--- config.mk ---
export PLATFORM = sky130hd
export DESIGN_NAME = compl_req_arbiter
export DESIGN_NICKNAME = d
export VERILOG_FILES = /design/src/rtl/compl_req_arbiter.sv
export SDC_FILE = /design/constraint.sdc
export NUM_CORES = 1
export LEC_CHECK = 0
export BUFFER_PORTS_ARGS = -buffer_cell sky130_fd_sc_hd__buf_2
export CAP_MARGIN = 20
export CORE_MARGIN = 10
export CORE_UTILIZATION = 35
export DETAILED_ROUTE_END_ITERATION = 16
export GPL_ROUTABILITY_DRIVEN = 0
export PLACE_DENSITY = 0.64
export REMOVE_ABC_BUFFERS = 1
export SLEW_MARGIN = 5
export SYNTH_ARGS = -nofsm -noshare
export SYNTH_HDL_FRONTEND = slang
export SYNTH_SLANG_ARGS = --single-unit
--- constraint.sdc ---
create_clock -name clk -period 2.4 [get_ports clk]
set_input_delay 0.24 -clock clk [delete_from_list [all_inputs] [get_ports clk]]
set_output_delay 0.24 -clock clk [all_outputs]
set_load 0.02 [all_outputs]
--- src/rtl/compl_req_arbiter.sv ---
// Round-robin sharing of the single TX completion engine between two requesters,
// with header latching, a completion-done watchdog and sticky error reporting.
module compl_req_arbiter #(
  parameter int TIMEOUT_CYCLES = 1024,
  parameter int CNT_W          = 16
) (
  input  logic             clk,
  input  logic             rst,
  input  logic             a_req_i,
  input  logic             a_with_data_i,
  input  logic [55:0]      a_hdr_i,
  output logic             a_done_o,
  input  logic             b_req_i,
  input  logic             b_with_data_i,
  input  logic [55:0]      b_hdr_i,
  output logic             b_done_o,
  output logic             req_compl_o,
  output logic             req_compl_with_data_o,
  input  logic             compl_done_i,
  output logic [2:0]       req_tc_o,
  output logic             req_td_o,
  output logic             req_ep_o,
  output logic [1:0]       req_attr_o,
  output logic [9:0]       req_len_o,
  output logic [15:0]      req_rid_o,
  output logic [7:0]       req_tag_o,
  output logic [7:0]       req_be_o,
  output logic [6:0]       req_addr_o,
  output logic             grant_b_o,
  output logic             err_timeout_o,
  output logic             err_spurious_o,
  output logic [CNT_W-1:0] timeout_cnt_o,
  input  logic             clr_err_i
);

  typedef enum logic [1:0] {
    IDLE    = 2'd0,
    BUSY    = 2'd1,
    RELEASE = 2'd2
  } state_t;

  typedef struct packed {
    logic [2:0]  tc;
    logic        td;
    logic        ep;
    logic [1:0]  attr;
    logic [9:0]  len;
    logic [15:0] rid;
    logic [7:0]  tag;
    logic [7:0]  be;
    logic [6:0]  addr;
  } hdr_t;

  localparam bit             WD_EN   = (TIMEOUT_CYCLES != 0);
  localparam logic [CNT_W-1:0] WD_LAST = (TIMEOUT_CYCLES == 0) ? '0 : CNT_W'(TIMEOUT_CYCLES - 1);

  state_t           state;
  logic             last_b;
  logic [CNT_W-1:0] wd;
  hdr_t             hdr_lat;

  logic             grant_any;
  logic             pick_b;
  logic             sel_with_data;
  hdr_t             sel_hdr;
  logic             wd_expire;
  logic             timeout_evt;
  logic             spurious_evt;

  function automatic logic [CNT_W-1:0] sat_inc(input logic [CNT_W-1:0] v);
    if (v == {CNT_W{1'b1}}) begin
      sat_inc = v;
    end else begin
      sat_inc = v + CNT_W'(1);
    end
  endfunction

  // Arbitration pick and error-event decode
  always_comb begin
    grant_any     = a_req_i | b_req_i;
    pick_b        = b_req_i & (~a_req_i | ~last_b);
    sel_with_data = 1'b0;
    sel_hdr       = '0;
    if (pick_b) begin
      sel_with_data = b_with_data_i;
      sel_hdr       = hdr_t'(b_hdr_i);
    end else begin
      sel_with_data = a_with_data_i;
      sel_hdr       = hdr_t'(a_hdr_i);
    end
    wd_expire    = WD_EN && (wd == WD_LAST);
    // A completion landing on the expiry cycle takes precedence over the watchdog.
    timeout_evt  = (state == BUSY) && !compl_done_i && wd_expire;
    spurious_evt = compl_done_i && (state != BUSY);
  end

  // Grant FSM, header latch, watchdog and sticky error bookkeeping
  always_ff @(posedge clk) begin
    if (rst) begin
      state                 <= IDLE;
      last_b                <= 1'b1;
      wd                    <= '0;
      hdr_lat               <= '0;
      req_compl_o           <= 1'b0;
      req_compl_with_data_o <= 1'b0;
      grant_b_o             <= 1'b0;
      a_done_o              <= 1'b0;
      b_done_o              <= 1'b0;
      err_timeout_o         <= 1'b0;
      err_spurious_o        <= 1'b0;
      timeout_cnt_o         <= '0;
    end else begin
      case (state)
        IDLE: begin
          a_done_o <= 1'b0;
          b_done_o <= 1'b0;
          if (grant_any) begin
            state                 <= BUSY;
            req_compl_o           <= 1'b1;
            req_compl_with_data_o <= sel_with_data;
            hdr_lat               <= sel_hdr;
            grant_b_o             <= pick_b;
            last_b                <= pick_b;
            wd                    <= '0;
          end else begin
            state <= IDLE;
          end
        end
        BUSY: begin
          if (compl_done_i || wd_expire) begin
            state                 <= RELEASE;
            req_compl_o           <= 1'b0;
            req_compl_with_data_o <= 1'b0;
            a_done_o              <= ~grant_b_o;
            b_done_o              <= grant_b_o;
          end else begin
            wd <= wd + CNT_W'(1);
          end
        end
        RELEASE: begin
          state    <= IDLE;
          a_done_o <= 1'b0;
          b_done_o <= 1'b0;
        end
        default: begin
          state                 <= IDLE;
          req_compl_o           <= 1'b0;
          req_compl_with_data_o <= 1'b0;
          a_done_o              <= 1'b0;
          b_done_o              <= 1'b0;
        end
      endcase

      // A new error event in the same cycle as a clear wins over the clear.
      if (timeout_evt) begin
        err_timeout_o <= 1'b1;
        timeout_cnt_o <= clr_err_i ? CNT_W'(1) : sat_inc(timeout_cnt_o);
      end else if (clr_err_i) begin
        err_timeout_o <= 1'b0;
        timeout_cnt_o <= '0;
      end else begin
        err_timeout_o <= err_timeout_o;
      end

      if (spurious_evt) begin
        err_spurious_o <= 1'b1;
      end else if (clr_err_i) begin
        err_spurious_o <= 1'b0;
      end else begin
        err_spurious_o <= err_spurious_o;
      end
    end
  end

  assign req_tc_o   = hdr_lat.tc;
  assign req_td_o   = hdr_lat.td;
  assign req_ep_o   = hdr_lat.ep;
  assign req_attr_o = hdr_lat.attr;
  assign req_len_o  = hdr_lat.len;
  assign req_rid_o  = hdr_lat.rid;
  assign req_tag_o  = hdr_lat.tag;
  assign req_be_o   = hdr_lat.be;
  assign req_addr_o = hdr_lat.addr;

endmodule

**Yosys cells after proc, flatten, opt, wreduce, memory -nomap -nowiden**

Cells that the tools add are included.

- Register bits: 98
- Latch bits: 0
- Bits in writable memories: 0
- ROM bits: 0
- Input bits: 120
- Word-level logic and storage cells: 73
- Memories kept: 0

- Add/subtract/negate cells: 2
- $mul: 0
- Divide/modulo/power cells: 0
- Order comparisons: 0
- Eq/ne operators: 9
- Shift-type cells: 0
- Mux-type cells: 20
- Bitwise gates (word level): 8
- Reduce and logical (&&, ||, !) cells: 14

Operator list:

| kind | number |
|---|---|
| 16-bit two-way mux | 6 |
| 56-bit two-way mux | 1 |
| 16-bit by 1-bit adder with 16-bit output (second input constant) | 2 |
| 16-bit case mux with 2 select lines | 1 |
| 16-bit by 10-bit equality test with 1-bit output (second input constant) | 1 |
| 16-bit equality test (second input constant) | 1 |
| 1-bit two-way mux | 8 |
| 2-bit != test (second input constant) | 3 |
| 1-bit case mux with 3 select lines | 2 |
| 3-bit AND reduction | 2 |
| 2-bit nonzero test | 3 |
| 1-bit NOT | 5 |
| 2-bit by 1-bit != test with 1-bit output (second input constant) | 2 |
| 2-bit case mux with 2 select lines | 1 |
| 2-bit AND reduction | 2 |
| 1-bit logical AND | 3 |
| 2-bit by 1-bit equality test with 1-bit output (second input constant) | 1 |
| 2-bit equality test (second input constant) | 1 |
| 2-bit logical NOT | 1 |
| 2-bit two-way mux | 1 |
| 1-bit OR | 2 |
| 2-bit OR reduction | 1 |
| 1-bit bitwise AND | 1 |
| 1-bit logical NOT | 1 |
| 1-bit logical OR | 1 |

**Longest topological paths before layout**

Gate-level depths: netlist (run 1).

- Depth after elaboration: 6
- Mapped depth: 7
- Depth with buffers taken out: 6

**Least setup slack after synthesis (run 1)**

No wires, ideal clock.

- Path kind: register -> register
- Start point: register timeout_cnt_o[1]
- End point: register timeout_cnt_o[0]
- Library setup time: 0.126 ns
- Arrival: 1.816 ns
- Slack: 0.458 ns
- Cell stages (with the launch flop): 8
- Buffers on the path: 1
- Period minus slack after synthesis: 1.942 ns
- Cells stage by stage: dfxtp_1 ha_1 nand3_1 or4_1 clkbuf_1 a21oi_1 or4_1 o41ai_1

- Word-level cells in the longest chain between the ends: 3

Ends and longest elaborated chain:

| what | RTL line | RTL |
|---|---|---|
| from (decl) | 32 | `output logic [CNT_W-1:0] timeout_cnt_o,` |
| from (signal assigned) | 157 | `timeout_cnt_o <= clr_err_i ? CNT_W'(1) : sat_inc(timeout_cnt_o);` |
| 16-bit equality test | 71 | `if (v == {CNT_W{1'b1}}) begin` |
| 2-bit != test (no source line) | -- |  |
| 2-bit AND reduction (no source line) | -- |  |

Every way passes these cells.
A chain may end at the register's enable or synchronous reset.

**Worst setup path after layout (run 1)**

Same ends and word-level chain as after synthesis.

==> flow_metrics.tcl, run 1 <==
set metrics [dict create \
    status "finished, final reports clean" \
    cts-root-buf "clkbuf_16" \
    drt_iter0_drc 244 \
    synth_edf_count 0 \
    avgSynthCellArea_um2 9.11 \
    relSlewSlack_pct 47.6 \
    overflow 0 \
    worst_slew_pin_slew_ns 0.784 \
    htree_levels 3 \
    fin_skew_ns 0.00872 \
    setup_ws_ns 0.310 \
    cts_setup_buffers 0 \
    max_clock_freq_mhz 478 \
    grt_first_pass_wirelength_um 23400 \
    design_area_mm2 0.00609 \
    p_leak_nw 2.69 \
    rr_endpoint "timeout_cnt_o[0]$_SDFFE_PP0P_" \
    nFillCells 1236 \
    post_drt_wl_per_cell_um 16.3 \
    finalMaxSlewViolations 0 \
    synth_cells 506 \
    die_w_um 135 \
    yosys.area.top_type "dfxtp_1" \
    grt_pass1_vias 4632 \
    yosysMostFrequentCell "dfxtp_1" \
    crit_fanout 7 \
    grt_max_degree 80 \
    ff2ff_path_depth 5 \
    setup_viol 0 \
    cts_made_buffers 9 \
    required_ns 2.63 \
    clock-sinks 98 \
    initial_core_util_pct 36.1 \
    clock_latency_ns 0.35 \
    dpl_worst_slack_ns 0.339 \
    hold_class "in -> reg" \
    critPathKind "reg -> reg" \
    fp-row-count 41 \
    synth_seq_area_share_pct 42.6 \
    io_buffers 198 \
    clockBufferDepth 2 \
    area_growth_syn_to_layout_pct 32.1 \
    power.density_mw_per_mm2 659 \
    drtAntennaViolNets 0 \
    rrSetupSlack_ns 0.31 \
    cts-hold-fix-buffers 0 \
    max_stage_delay_ns 0.53 \
    worst_setup_path_start_kind "register" \
    worst_hold_slack_ns 0.207 \
    gr-usage-all-layers_pct 15.7 \
    peakVddDrop_uv 296 \
    fin_nets 817 \
    die_h_um 135 \
    finalCriticalPeriod_ns 2.09 \
    cp.arrival_ns 2.32 \
    endpoint "timeout_cnt_o[0]$_SDFFE_PP0P_" \
    clkTransAtPathRegs_ns 0.07 \
    timing.final.crit_share_pct 87.1 \
    synth.area.top_cells "dfxtp_1 (43%), mux2i_1 (13%), a211oi_1 (9.4%)" \
    synth_flop_cell "dfxtp_1" \
    synth_seq_cells 98 \
    cts_tree "yes" \
    wl_um 14200 \
    r2r_start "timeout_cnt_o[1]$_SDFFE_PP0P_" \
    hold_viol 0 \
    cp_slowest_cell "nor4b_2" \
    coreArea_mm2 0.0128 \
    antenna_found_initial 0 \
    final_util_pct 47.7 \
    routed_via_density 5.00 \
    crit_chain "ha_1 -> and4_1 -> nor4b_2 -> nor3_1 -> o41ai_1" \
    die_area_mm2 0.0182 \
    synth_cell_type_count 57 \
    via_count 4364 \
    rsz0062_at_grt "no" \
    drc 0 \
    ios 199 \
    crit_start "timeout_cnt_o[1]$_SDFFE_PP0P_" \
    maxCapViolations 0 \
    placed_cell_area_mm2 0.00581 \
    synth_commonest_cells "dfxtp_1 (98), nor2_1 (91), a211oi_1 (58), mux2i_1 (58), nand2_1 (22)" \
    endpoint_kind "register" \
    num_antenna_cells 0 \
    layout-drive-gt1-share_pct 34.7 \
    ys_warn_count 0 \
    syn_area_mm2 0.00461 \
    cts_resized 0 \
    dr.pass1.iters 4 \
    synth-async-reset-ratio_pct 0 \
    hpwl_um 11300 \
    finalSetupTns_ns 0 \
    yosys.area.top_type_share_pct 42.6 \
]
==> cells by family after synthesis <==
logic type / count (synthesis) / synth area share [%]
AND/OR/NAND/NOR: 182 / 20.6
multiplexers: 58 / 12.6
adder cells (fa/ha/maj): 2 / 0.543
buffers and inverters: 37 / 3.53
AO/OA/AOI/OAI: 112 / 16.9
XOR/XNOR: 17 / 3.23
flip-flops: 98 / 42.6
==> sequential cells by signal, indices dropped and copies added, names as in the netlist, 2 cells and up <==
signal         cells
req_rid_o         16
timeout_cnt_o     16
wd                16
req_len_o         10
req_be_o           8
req_tag_o          8
req_addr_o         7
req_tc_o           3
req_attr_o         2
state              2
==> routing by layer <==
metal / part of all wire, % / GRT usage (%) / routed length, um
met5: 0 / 0 / 0
met4: 2.3 / 6.95 / 325
met3: 8.7 / 6.01 / 1240
met2: 48 / 25.9 / 6850
met1: 41 / 17.6 / 5770
==> power by group <==
group          internal (mW)  switching, mW  total [mW]
Clock                  0.758          0.607        1.37
Combinational          0.331          0.500       0.831
Sequential              1.75         0.0673        1.82
==> critical path, delay by kind of cell (launching register included) <==
| family | cells | cell delay, ns |
|---|---|---|
| AO/OA/AOI/OAI | 1 | 0.28 |
| adder cells (fa/ha/maj) | 1 | 0.32 |
| flip-flops | 1 | 0.44 |
| AND/OR/NAND/NOR | 3 | 0.94 |
==> cell type report <==
| type | count | area [um^2] | share of cell area, % |
|---|---|---|---|
| clock buffers | 12 | 256 | 4.21 |
| clock inverters | 4 | 26.3 | 0.432 |
| flip-flops and latches | 98 | 1960 | 32.2 |
| repair buffers | 212 | 1120 | 18.4 |
| inverters | 3 | 11.3 | 0.185 |
| well taps | 172 | 215 | 3.53 |
| multi-input cells | 371 | 2500 | 41.0 |
==> worst min path at each step <==
stage / cells past startpoint / from / end / slack (ns)
final: 2 / clr_err_i / timeout_cnt_o[0]$_SDFFE_PP0P_ / 0.21
after detailed placement: 2 / b_done_o$_SDFFE_PP0P_ / b_done_o$_SDFFE_PP0P_ / 0.46
after CTS: 2 / clr_err_i / timeout_cnt_o[0]$_SDFFE_PP0P_ / 0.19
after global placement: 2 / b_done_o$_SDFFE_PP0P_ / b_done_o$_SDFFE_PP0P_ / 0.45
after global routing: 2 / clr_err_i / timeout_cnt_o[0]$_SDFFE_PP0P_ / 0.22
after floorplan: 1 / rst / err_spurious_o$_SDFFE_PP0P_ / 0.31
==> cell usage in the layout, fill, tap and decap left out, drive strengths merged, types with 2 or more instances in the layout <==
cell | synthesis | final
dfxtp | 98 | 98
nand3 | 12 | 12
nor2b | 2 | 2
clkbuf | 18 | 12
clkinv | 0 | 3
inv | 3 | 3
or4 | 2 | 2
a31oi | 6 | 6
buf | 16 | 212
mux2i | 58 | 58
a211oi | 58 | 58
nor2 | 92 | 92
and2 | 3 | 3
xnor2 | 8 | 8
nor3b | 2 | 2
a21oi | 19 | 19
xor2 | 9 | 9
and4 | 5 | 5
a21o | 3 | 3
o21ai | 12 | 12
or2 | 2 | 2
o22ai | 2 | 2
nand2 | 22 | 22
nor3 | 6 | 6
and3 | 7 | 7
ha | 2 | 2
o211ai | 2 | 2
nand4 | 11 | 11
or3 | 4 | 4
nor4 | 6 | 6
nor4b | 2 | 2
==> through the flow <==
stage               power (mW)  instances
finish                    4.01        872
floorplan                 2.35        472
CTS                       4.07        872
global route              4.22        872
detailed placement        2.70        856
global placement          2.68        856
Power figures use the tool's default switching activity.
==> inputs of run 2 (changes only) <==
- CORE_UTILIZATION: 35 -> 50
- PLACE_DENSITY: 0.64 -> 0.85
- clock period: 2.4 -> 2.5 ns (I/O delays scaled with it)
==> run 2 against run 1 <==
Effect of this change:
- register-to-register slack about the same
- via count rose by 1.3%
- sequential power is 4% lower
- clock power down 20%
- global-route usage increased by 4.7 points
- critical endpoint unchanged
- largest cell class unchanged
==> flow_metrics.tcl, run 2 (same netlist as run 1, synthesis figures left out) <==
set metrics [dict create \
    grt_first_pass_wirelength_um 22200 \
    grt_pass1_vias 4494 \
    cp.arrival_ns 2.41 \
    antenna_found_initial 0 \
    initial_core_util_pct 52.1 \
    clock-sinks 98 \
    endpoint_kind "register" \
    clock_latency_ns 0.35 \
    cts-hold-fix-buffers 0 \
    nFillCells 745 \
    overflow 0 \
    design_area_mm2 0.00587 \
    routed_via_density 5.53 \
    htree_levels 3 \
    hold_viol 0 \
    drtAntennaViolNets 0 \
    crit_fanout 7 \
    final_util_pct 66.3 \
    fin_skew_ns 0.00947 \
    max_clock_freq_mhz 458 \
    finalCriticalPeriod_ns 2.18 \
    hold_class "in -> reg" \
    dr.pass1.iters 7 \
    cts_setup_buffers 0 \
    critPathBufInv 0 \
    cts_resized 0 \
    wl_um 14200 \
    fin_nets 808 \
    p_leak_nw 2.62 \
    critPathTopFamily "simple AND/OR/NAND/NOR gates" \
    drt_iter0_drc 270 \
    critPathKind "reg -> reg" \
    grt_max_degree 110 \
    peakVddDrop_uv 332 \
    coreArea_mm2 0.00885 \
    max_stage_delay_ns 0.55 \
    required_ns 2.73 \
    gr-usage-all-layers_pct 20.4 \
    fp-row-count 34 \
    clkTransAtPathRegs_ns 0.09 \
    finalMaxSlewViolations 0 \
    drc 0 \
    ios 199 \
    worst_slew_pin_slew_ns 0.633 \
    cp_slowest_cell "nor4b_2" \
    via_count 4422 \
    worst_setup_path_start_kind "register" \
    die_h_um 116 \
    rsz0062_at_grt "no" \
    timing.final.crit_share_pct 87.4 \
    layout-drive-gt1-share_pct 33.4 \
    die_area_mm2 0.0135 \
    hpwl_um 11200 \
    status "finished, final reports clean" \
    cts-root-buf "clkbuf_8" \
    layout_common_cells "buf_2 (198), dfxtp_1 (98), nor2_1 (91)" \
    final_common_cell "buf_2" \
    area_growth_syn_to_layout_pct 27.4 \
    clockBufferDepth 2 \
    num_antenna_cells 0 \
    relSlewSlack_pct 57.7 \
    cts_made_buffers 9 \
    setup_viol 0 \
    die_w_um 116 \
    worst_hold_slack_ns 0.201 \
    maxCapViolations 0 \
    crit_chain "ha_1 -> and4_1 -> nor4b_2 -> nor3_1 -> o41ai_1" \
    placed_cell_area_mm2 0.00566 \
    io_buffers 198 \
    cts_tree "yes" \
    finalSetupTns_ns 0 \
    post_drt_wl_per_cell_um 17.7 \
    power.density_mw_per_mm2 618 \
]
-- run 2: final timing paths --
check                                     start                            end  slack (ns)  cells after the start
setup / recovery  timeout_cnt_o[0]$_SDFFE_PP0P_  timeout_cnt_o[0]$_SDFFE_PP0P_        0.32                      5
hold / removal                     compl_done_i          state[1]$_SDFFE_PP0P_        0.20                      3
setup reg to reg  timeout_cnt_o[0]$_SDFFE_PP0P_  timeout_cnt_o[0]$_SDFFE_PP0P_        0.32                      5
hold reg to reg           b_done_o$_SDFFE_PP0P_          b_done_o$_SDFFE_PP0P_        0.48                      2
-- run 2: routing by layer --
layer  share of wire [%]  wire [um]  global-route usage (%)  vias to the layer above
met5                   0          0                       0                        -
met4                 1.7        244                    7.09                        0
met3                 8.7       1240                    7.18                       21
met2                  51       7190                    35.7                      171
met1                  39       5490                    22.4                     2008
li1                    -          -                       -                     2222
-- run 2: layout make-up --
type,count,area [um^2],area share [%]
Multi-Input combinational cell,371,2500,42.5
Clock inverter,2,60.1,1.02
Inverter,3,11.3,0.192
Timing Repair Buffer,203,1050,17.9
Clock buffer,14,153,2.60
Tap cell,108,135,2.30
Sequential cell,98,1960,33.4
-- run 2: through the flow --
stage / worst slack [ns] / power (mW) / cells
2_1_floorplan: -2.40 / 2.25 / 472
3_3_place_gp: 0.612 / 2.54 / 783
3_5_place_dp: 0.419 / 2.57 / 783
4_1_cts: 0.350 / 3.65 / 799
5_1_grt: 0.0773 / 3.80 / 799
6_report: 0.315 / 3.63 / 799
-- run 2: power by group --
group | internal [mW] | total [mW] | switching, mW
logic | 0.304 | 0.785 | 0.481
registers | 1.68 | 1.74 | 0.0622
clock network | 0.594 | 1.10 | 0.506
-- run 2: worst reg2reg max path, cell delays in order (launching register included) --
cell	delay, ns
dfxtp_1	0.45
ha_1	0.30
and4_1	0.26
nor4b_2	0.55
nor3_1	0.18
o41ai_1	0.33
==> inputs of run 3 (changes only) <==
- CORE_UTILIZATION: 50 -> 51
- PLACE_DENSITY: 0.85 -> 0.87
==> run 3 against run 2 <==
Effect of this change:
- via count rose by 1.4%
- core utilization rose by 1.5 points
- global-route usage fell by 0.16 points
- highest routed layer is now met5
- largest cell class unchanged
- hold slack improved by 0.011 ns
- combinational power rose by 1%
- sequential power barely moved
- non-clock buffer count rose by 9
- clock skew rose by 0.0046 ns
- largest power group unchanged
- count of clock-buffer cells in the layout fell by 2
==> flow_metrics.tcl, run 3 (same netlist as run 1, synthesis figures left out) <==
set metrics [dict create \
    status "finished, final reports clean" \
    finalMaxSlewViolations 0 \
    placed_cell_area_mm2 0.00573 \
    maxCapViolations 0 \
    cts_setup_buffers 0 \
    die_w_um 115 \
    cp.arrival_ns 2.35 \
    crit_chain "ha_1 -> and4_1 -> nor4b_2 -> nor3_1 -> o41ai_1" \
    clockBufferDepth 2 \
    post_drt_wl_per_cell_um 17.5 \
    drtAntennaViolNets 0 \
    num_antenna_cells 0 \
    hold_viol 0 \
    gr-usage-all-layers_pct 20.2 \
    required_ns 2.73 \
    clock_latency_ns 0.34 \
    htree_levels 3 \
    layout-drive-gt1-share_pct 34.6 \
    clkTransAtPathRegs_ns 0.10 \
    die_area_mm2 0.0132 \
    initial_core_util_pct 52.6 \
    setup_viol 0 \
    crit_fanout 7 \
    die_h_um 115 \
    overflow 0 \
    grt_pass1_vias 4502 \
    grt_first_pass_wirelength_um 22200 \
    design_area_mm2 0.00595 \
    rrSetupSlack_ns 0.39 \
    io_buffers 198 \
    peakVddDrop_uv 337 \
    critPathTopFamily "simple AND/OR/NAND/NOR gates" \
    wl_um 14100 \
    routed_via_density 5.55 \
    grt_max_degree 104 \
    fin_nets 817 \
    power.density_mw_per_mm2 616 \
    endpoint_kind "register" \
    p_leak_nw 2.66 \
    drt_iter0_drc 255 \
    via_count 4486 \
    fp-row-count 34 \
    hold_class "in -> reg" \
    cts_made_buffers 9 \
    cts_resized 0 \
    dr_wl_met3_um 1220 \
    timing.final.crit_share_pct 84.5 \
    critPathBufInv 0 \
    finalSetupTns_ns 0 \
    met1Wirelength_um 5360 \
    relSlewSlack_pct 49.0 \
    cts-hold-fix-buffers 0 \
    wl_met2_um 7350 \
    finalCriticalPeriod_ns 2.11 \
    max_clock_freq_mhz 473 \
    area_growth_syn_to_layout_pct 29.0 \
    rsz0062_at_grt "no" \
    cts-root-buf "clkbuf_8" \
    final_common_cell "buf_2" \
    worst_setup_path_start_kind "register" \
    cts_tree "yes" \
    cp_slowest_cell "nor4b_2" \
    fin_skew_ns 0.0141 \
    coreArea_mm2 0.00876 \
    clock-sinks 98 \
    nFillCells 697 \
    max_stage_delay_ns 0.56 \
    hpwl_um 11200 \
    antenna_found_initial 1 \
    top_layer "met5" \
    ios 199 \
    dr.pass1.iters 5 \
    drc 0 \
    layout_common_cells "buf_2 (198), dfxtp_1 (98), nor2_1 (91)" \
    critPathKind "reg -> reg" \
    worst_slew_pin_slew_ns 0.763 \
]
run 3: cell count changes in the layout (fill, tap and decap cells not counted):
| cell | previous run | this run |
|---|---|---|
| clkbuf_1 | 4 | 2 |
| buf_4 | 3 | 12 |
| clkinvlp_4 | 0 | 2 |
run 3: per-layer routing:
layer,global-route usage (%),vias to the layer above
li1,-,2230
met1,22.6,2043
met2,35.8,193
met3,7.14,18
met4,4.70,2
met5,0,-
run 3: report_power, final:
part           switching [mW]  total (mW)  leakage [nW]  internal (mW)
logic                   0.478       0.795          1.75          0.317
registers              0.0629        1.74         0.806           1.68
clock network           0.534        1.13         0.103          0.593
total                    1.08        3.66          2.66           2.59
run 3: final cells by class:
class                           instances  area (um^2)  share of cell area [%]
Clock buffer                           12          145                    2.44
Sequential cell                        98         1960                    33.0
Timing Repair Buffer                  212         1120                    18.9
Tap cell                              108          135                    2.27
Inverter                                3         11.3                   0.189
Multi-Input combinational cell        371         2500                    42.0
Clock inverter                          4         75.1                    1.26
run 3: worst paths after layout:
| kind | from | to | cells after the start |
|---|---|---|---|
| setup / recovery | timeout_cnt_o[1]$_SDFFE_PP0P_ | timeout_cnt_o[0]$_SDFFE_PP0P_ | 5 |
| hold / removal | clr_err_i | timeout_cnt_o[0]$_SDFFE_PP0P_ | 2 |
| setup reg to reg | timeout_cnt_o[1]$_SDFFE_PP0P_ | timeout_cnt_o[0]$_SDFFE_PP0P_ | 5 |
| hold reg to reg | b_done_o$_SDFFE_PP0P_ | b_done_o$_SDFFE_PP0P_ | 2 |
run 3: metrics by stage:
stage	hold slack [ns]	total power, mW	std cells	setup slack [ns]	util [%]
2_1_floorplan	0.322	2.25	472	-2.40	-
3_3_place_gp	0.445	2.55	792	0.611	65.3
6_report	0.212	3.66	808	0.387	67.8
5_1_grt	0.201	3.82	808	0.188	67.8
3_5_place_dp	0.454	2.58	792	0.436	65.3
4_1_cts	0.204	3.69	808	0.408	67.8
